`src/rtl/mem_arbiter_pkg.sv`:
```
// Shared constants for the two-requester memory arbiter: FSM encodings,
// requester identifiers and the BUSY watchdog counter width.
package mem_arbiter_pkg;

   typedef enum logic [1:0] {
      ST_IDLE = 2'd0,
      ST_BUSY = 2'd1,
      ST_RESP = 2'd2
   } state_t;

   typedef logic req_id_t;

   localparam req_id_t REQ_CPU = 1'b0;
   localparam req_id_t REQ_DMA = 1'b1;

   localparam int CNT_W = 8;

   // Read and write both high collapse to a read, so "pending" is just the OR.
   function automatic logic is_pending(input logic rd, input logic wr);
      return rd | wr;
   endfunction

endpackage

```
`src/rtl/arb_rr_select.sv`:
```
// Two-way round-robin pick: a lone pending requester wins outright, a tie
// goes to whichever requester was not granted last.
module arb_rr_select
   import mem_arbiter_pkg::*;
(
   input  logic cpu_pend,
   input  logic dma_pend,
   input  logic last_grant,
   output logic winner,
   output logic any_pend
);

   always_comb begin
      winner   = REQ_CPU;
      any_pend = cpu_pend | dma_pend;
      if (cpu_pend && dma_pend) begin
         winner = (last_grant == REQ_CPU) ? REQ_DMA : REQ_CPU;
      end else if (dma_pend) begin
         winner = REQ_DMA;
      end
   end

endmodule

```
`src/rtl/mem_arbiter.sv`:
```
// Arbitrates one memory port between a CPU and a DMA requester with
// round-robin tie-breaking, registered strobes and a BUSY watchdog.
//
// Handshake: a requester holds read/write (plus addr/wdata) high until it sees
// its done pulse and drops the request in that done cycle; the memory answers
// a strobe with a one-cycle inputReady while the arbiter is BUSY.
module mem_arbiter
   import mem_arbiter_pkg::*;
#(
   parameter int WORD_SIZE = 16,
   parameter int TIMEOUT   = 255
)
(
   input  logic                 clk,
   input  logic                 reset,
   input  logic                 cpu_read,
   input  logic                 cpu_write,
   input  logic [WORD_SIZE-1:0] cpu_addr,
   input  logic [WORD_SIZE-1:0] cpu_wdata,
   input  logic                 dma_read,
   input  logic                 dma_write,
   input  logic [WORD_SIZE-1:0] dma_addr,
   input  logic [WORD_SIZE-1:0] dma_wdata,
   output logic                 cpu_done,
   output logic                 dma_done,
   output logic                 cpu_grant,
   output logic                 dma_grant,
   output logic [WORD_SIZE-1:0] rdata,
   output logic                 err,
   output logic                 readM,
   output logic                 writeM,
   output logic [WORD_SIZE-1:0] address,
   output logic [WORD_SIZE-1:0] mem_wdata,
   input  logic [WORD_SIZE-1:0] mem_rdata,
   input  logic                 inputReady,
   output logic [1:0]           state_dbg
);

   localparam logic [CNT_W-1:0] TIMEOUT_LAST = CNT_W'(TIMEOUT - 1);

   state_t             state_q, state_d;
   logic [CNT_W-1:0]   busy_cnt_q;
   req_id_t            last_grant_q;
   req_id_t            owner_q;
   logic               op_read_q;

   req_id_t            winner;
   logic               any_pend;
   logic               sel_read;
   logic [WORD_SIZE-1:0] sel_addr;
   logic [WORD_SIZE-1:0] sel_wdata;
   logic               complete;
   logic               abort;
   logic               grant_now;

   logic                 readM_d, writeM_d;
   logic [WORD_SIZE-1:0] address_d, mem_wdata_d, rdata_d;
   logic                 cpu_grant_d, dma_grant_d;
   logic                 cpu_done_d, dma_done_d, err_d;

   assign state_dbg = state_q;

   arb_rr_select u_rr (
      .cpu_pend   (is_pending(cpu_read, cpu_write)),
      .dma_pend   (is_pending(dma_read, dma_write)),
      .last_grant (last_grant_q),
      .winner     (winner),
      .any_pend   (any_pend)
   );

   always_comb begin
      sel_read  = (winner == REQ_CPU) ? cpu_read  : dma_read;
      sel_addr  = (winner == REQ_CPU) ? cpu_addr  : dma_addr;
      sel_wdata = (winner == REQ_CPU) ? cpu_wdata : dma_wdata;
   end

   assign grant_now = (state_q == ST_IDLE) && any_pend;
   // inputReady in the final watchdog cycle wins over the abort.
   assign complete  = (state_q == ST_BUSY) && inputReady;
   assign abort     = (state_q == ST_BUSY) && !inputReady && (busy_cnt_q == TIMEOUT_LAST);

   // State register
   always_ff @(posedge clk or posedge reset) begin
      if (reset) begin
         state_q <= ST_IDLE;
      end else begin
         state_q <= state_d;
      end
   end

   // Next-state logic
   always_comb begin
      state_d = state_q;
      case (state_q)
         ST_IDLE: if (any_pend)           state_d = ST_BUSY;
         ST_BUSY: if (complete || abort)  state_d = ST_RESP;
         ST_RESP:                         state_d = ST_IDLE;
         default:                         state_d = ST_IDLE;
      endcase
   end

   // Output logic: next values for the registered outputs
   always_comb begin
      readM_d     = readM;
      writeM_d    = writeM;
      address_d   = address;
      mem_wdata_d = mem_wdata;
      rdata_d     = rdata;
      cpu_grant_d = cpu_grant;
      dma_grant_d = dma_grant;
      cpu_done_d  = 1'b0;
      dma_done_d  = 1'b0;
      err_d       = 1'b0;
      case (state_q)
         ST_IDLE: begin
            if (any_pend) begin
               readM_d     = sel_read;
               writeM_d    = !sel_read;
               address_d   = sel_addr;
               mem_wdata_d = sel_wdata;
               cpu_grant_d = (winner == REQ_CPU);
               dma_grant_d = (winner == REQ_DMA);
            end
         end
         ST_BUSY: begin
            if (complete || abort) begin
               readM_d    = 1'b0;
               writeM_d   = 1'b0;
               cpu_done_d = (owner_q == REQ_CPU);
               dma_done_d = (owner_q == REQ_DMA);
               err_d      = abort;
               if (complete && op_read_q) begin
                  rdata_d = mem_rdata;
               end
            end
         end
         ST_RESP: begin
            cpu_grant_d = 1'b0;
            dma_grant_d = 1'b0;
         end
         default: begin
            readM_d     = 1'b0;
            writeM_d    = 1'b0;
            cpu_grant_d = 1'b0;
            dma_grant_d = 1'b0;
         end
      endcase
   end

   always_ff @(posedge clk or posedge reset) begin
      if (reset) begin
         readM     <= 1'b0;
         writeM    <= 1'b0;
         address   <= '0;
         mem_wdata <= '0;
         rdata     <= '0;
         cpu_grant <= 1'b0;
         dma_grant <= 1'b0;
         cpu_done  <= 1'b0;
         dma_done  <= 1'b0;
         err       <= 1'b0;
      end else begin
         readM     <= readM_d;
         writeM    <= writeM_d;
         address   <= address_d;
         mem_wdata <= mem_wdata_d;
         rdata     <= rdata_d;
         cpu_grant <= cpu_grant_d;
         dma_grant <= dma_grant_d;
         cpu_done  <= cpu_done_d;
         dma_done  <= dma_done_d;
         err       <= err_d;
      end
   end

   // Owner/op are latched with every grant; last_grant tracks aborted ones too.
   always_ff @(posedge clk or posedge reset) begin
      if (reset) begin
         last_grant_q <= REQ_DMA;
         owner_q      <= REQ_CPU;
         op_read_q    <= 1'b0;
      end else if (grant_now) begin
         last_grant_q <= winner;
         owner_q      <= winner;
         op_read_q    <= sel_read;
      end
   end

   // Watchdog counter: zero outside BUSY, so it is clear on every BUSY entry.
   always_ff @(posedge clk or posedge reset) begin
      if (reset) begin
         busy_cnt_q <= '0;
      end else if (state_q == ST_BUSY) begin
         busy_cnt_q <= busy_cnt_q + 1'b1;
      end else begin
         busy_cnt_q <= '0;
      end
   end

endmodule

```
`config.mk`:
```
export PLATFORM = sky130hd
export DESIGN_NAME = mem_arbiter
export DESIGN_NICKNAME = d
export VERILOG_FILES = /design/src/rtl/mem_arbiter_pkg.sv /design/src/rtl/arb_rr_select.sv /design/src/rtl/mem_arbiter.sv
export SDC_FILE = /design/constraint.sdc
export NUM_CORES = 1
export LEC_CHECK = 0
export BUFFER_PORTS_ARGS = -buffer_cell sky130_fd_sc_hd__buf_2
export CAP_MARGIN = 20
export CORE_ASPECT_RATIO = 0.8
export CORE_MARGIN = 3
export CORE_UTILIZATION = 41
export CTS_CLUSTER_SIZE = 25
export DETAILED_ROUTE_END_ITERATION = 16
export PLACE_DENSITY = 0.75
export SETUP_SLACK_MARGIN = 0.1
export SYNTH_ARGS = -nofsm -noshare
export SYNTH_HDL_FRONTEND = slang
export SYNTH_SLANG_ARGS = --single-unit
```
`constraint.sdc`:
```
create_clock -name clk -period 2.1 [get_ports clk]
set_input_delay 0.315 -clock clk [delete_from_list [all_inputs] [get_ports clk]]
set_output_delay 0.315 -clock clk [all_outputs]
set_load 0.01 [all_outputs]
```
==> results.py <==
metrics = {
    "run_status": {
        "outcome": "completed",
    },
    "sta": {
        "setup_violations": 0,
        "rsz0062_at_grt": "no",
        "hold_viol": 0,
        "period_needed_ns": 1.664,
        "fin_tns_setup_ns": 0,
        "setup_ws_ns": 0.4361,
        "maxSlewHeadroom": 0.6896,
        "max_freq_mhz": 601.0,
        "final-max-slew-violation-count": 0,
        "finalCritPeriodShare": 0.7923,
        "worstMarginPinSlew_ns": 0.4655,
        "finClkSkew_ns": 0.006246,
    },
    "logic_synthesis": {
        "ys_warn_count": 0,
        "async_reset_ff_frac": 1.000,
        "synthAdderAreaFrac": 0.008507,
        "synthMuxAreaShare": 0.06125,
        "syn_inst": 225,
        "syn_area_mm2": 0.002942,
        "ys.flop_type": "dfrtp_1",
        "synthXorXnorAreaFrac": 0.01786,
        "syn_nets": 314,
        "ys_seq_area_frac": 0.5789,
        "ys_ff_latch": 68,
        "synth_top_family_by_area": "simple AND/OR/NAND/NOR gates",
        "syn_avg_cell_area_um2": 13.07,
        "synthSimpleGateAreaFrac": 0.1501,
        "synth_compound_area_frac": 0.1484,
        "synth_cell_types": 43,
        "synth_edf_count": 0,
    },
    "cells_and_area": {
        "layout.nets": 460,
        "area_delta_synth_final_pct": 31.52,
        "antenna_cells": 0,
        "finish.utilization": 0.5801,
        "drive_gt1_frac": 0.5173,
        "final_cells": 459,
    },
    "placed_design": {
        "place.gp.congestion": 0.7803,
        "place_ws_ns": 0.4412,
        "place_hpwl_um": 5080,
        "dpl.cell_count": 444,
        "io_buffers": 143,
    },
    "global_route": {
        "grt_pass1_wl_um": 10980,
        "grt_usage": 0.1730,
        "grt_pass1_vias": 2300,
        "grt_max_degree": 38,
        "gr-total-overflow": 0,
        "antenna_found_initial": 0,
    },
    "power": {
        "p_leak_nw": 1.953,
        "power_density_mw_per_mm2": 1402,
        "swShare": 0.3575,
        "switchingPower_mw": 1.939,
        "vdd_drop_max_mv": 0.6465,
        "intPower_mw": 3.484,
        "power_frac_seq": 0.414,
        "p_comb_frac": 0.427,
        "clkPwrFrac": 0.159,
    },
    "detailed_routing": {
        "wl_per_cell_um": 15.13,
        "wl_met1_um": 2994,
        "wl_met3_um": 542,
        "routed_wl_um": 6943,
        "post-route-drc-count": 0,
        "met2_length_um": 3298,
        "viasPerCell": 5.054,
        "ant_nets": 0,
        "drt_iter0_drc": 84,
        "vias": 2320,
        "top_layer": "met4",
        "drt_pass1_iterations": 4,
    },
    "floorplanning": {
        "io_pins": 144,
        "rows": 26,
        "core_region_area_mm2": 0.006669,
        "start_util": 0.4411,
        "die-area_mm2": 0.008233,
        "chipWidth_um": 100.7,
        "dieHeight_um": 81.76,
    },
    "clock_tree": {
        "cts_buffers": 9,
        "clk_latency_ns": 0.33,
        "h-tree-depth": 3,
        "cts_setup_buffers": 0,
        "clock_sinks": 68,
        "root_buffer": "clkbuf_8",
        "ctsHoldBuffers": 0,
        "cts_tree": "done",
        "cts.repair.resized": 0,
        "cts_buffer_depth": 2,
        "path_clk_slew_ns": 0.07,
    },
    "setup_path": {
        "crit_chain": "a211o_4 -> and2_2 -> a221o_1",
        "path_buf_inv": 0,
        "crit_type": "flop to flop",
        "crit_fanout": 37,
        "crit_slowest_cell": "dfrtp_1",
        "cp-end-kind": "flop",
        "cp_data_required_time_ns": 2.31,
        "worstPathArrival_ns": 1.87,
        "critPathLaunchType": "flop",
        "max_stage_delay_ns": 0.52,
        "crit_family": "compound AO/OA/AOI/OAI gates",
    },
    "worst_hold_path": {
        "hp-class": "input port to async pin",
    },
    "flow_run": {
        "maxCapViolations": 0,
    },
}
[worst min-delay path: stages]
cell and delay [ns]:
buf_2 0.11, clkinvlp_4 0.06, buf_4 0.35
[metrics by stage]
| stage | hold WS [ns] | power, mW | instance area (um^2) |
|---|---|---|---|
| after CTS | 0.07818 | 5.512 | 3869 |
| after global placement | 0.4413 | 4.555 | 3719 |
| after detailed placement | 0.4468 | 4.616 | 3719 |
| final | 0.08807 | 5.422 | 3869 |
| after global routing | 0.09795 | 5.862 | 3869 |
| after floorplan | 0.3877 | 3.785 | 2945 |
[cells in the mapped netlist (3+ instances only)]
library cell	count	area, um^2
a221o_1	32	320.3
xor2_1	5	43.79
nor2_1	11	41.29
buf_2	7	35.03
a21oi_1	4	20.02
mux2_2	14	157.7
a21o_2	3	26.28
o21ai_0	3	15.01
and2_2	7	52.55
nand3_1	4	20.02
nand2_1	3	11.26
and2_1	4	25.02
and2_0	22	137.6
buf_6	4	45.04
dfrtp_1	67	1677
inv_1	3	11.26
[layout by cell type (no fill, tap or decap), types with 4 or more instances in the layout]
cell and n:
nand3_1 4, dfrtp_1 67, buf_4 5, mux2_2 14, a221o_1 32, buf_2 143, and2_1 4, a21oi_1 4
and2_0 22, xor2_1 5, nor2_1 11, and2_2 7, clkbuf_8 9
[sequential cells by signal, indices dropped and copies added (netlist names)]
name          flops
address          16
rdata            16
cpu_grant         1
op_read_q         1
err               1
last_grant_q      1
dma_grant         1
owner_q           1
cpu_done          1
state_dbg         2
busy_cnt_q        8
writeM            1
dma_done          1
readM             1
mem_wdata        16
[routing by layer]
metal  vias up  GRT usage
met5         -          0
met3         8    0.05093
li1       1115          -
met1      1108     0.2113
met2        89     0.2878
met4         0    0.07268
[area by class of cell]
cell class | count | area (um^2)
clock buffer | 12 | 135.1
clock inverter | 3 | 15.01
fill | 570 | 2800
inverter | 3 | 15.01
multi-input combinational | 141 | 1142
sequential | 68 | 1703
tap | 84 | 105.1
timing repair buffer | 148 | 753.2
[logic make-up after synthesis]
group,count (synthesis)
buffers and inverters,16
multiplexers,16
AO/OA/AOI/OAI,48
adder cells (fa/ha/maj),2
AND/OR/NAND/NOR,69
XOR/XNOR,6
flip-flops,68
[path summary, 6_finish.rpt]
check / slack [ns] / startpoint / to / depth (start not counted)
max in group asynchronous: 1.63 / reset / last_grant_q$_DFFE_PP1P_ / 3
hold / removal: 0.09 / reset / rdata[14]$_DFFE_PP0P_ / 3
setup / recovery: 0.44 / state_dbg[1]$_DFFE_PP0P_ / address[13]$_DFFE_PP0P_ / 3
hold reg to reg: 0.47 / readM$_DFFE_PP0P_ / readM$_DFFE_PP0P_ / 1
setup reg to reg: 0.44 / state_dbg[1]$_DFFE_PP0P_ / address[13]$_DFFE_PP0P_ / 3
min in group clk: 0.20 / mem_rdata[4] / rdata[4]$_DFFE_PP0P_ / 2
[power by group through the flow]
stage	sequential [mW]	combinational, mW	clock [mW]
finish	2.24	2.32	0.861
floorplan	2.43	1.35	0
detailed placement	2.25	2.37	0
global placement	2.25	2.31	0
CTS	2.24	2.36	0.904
global route	2.32	2.58	0.959
Power figures use the tool's default switching activity.
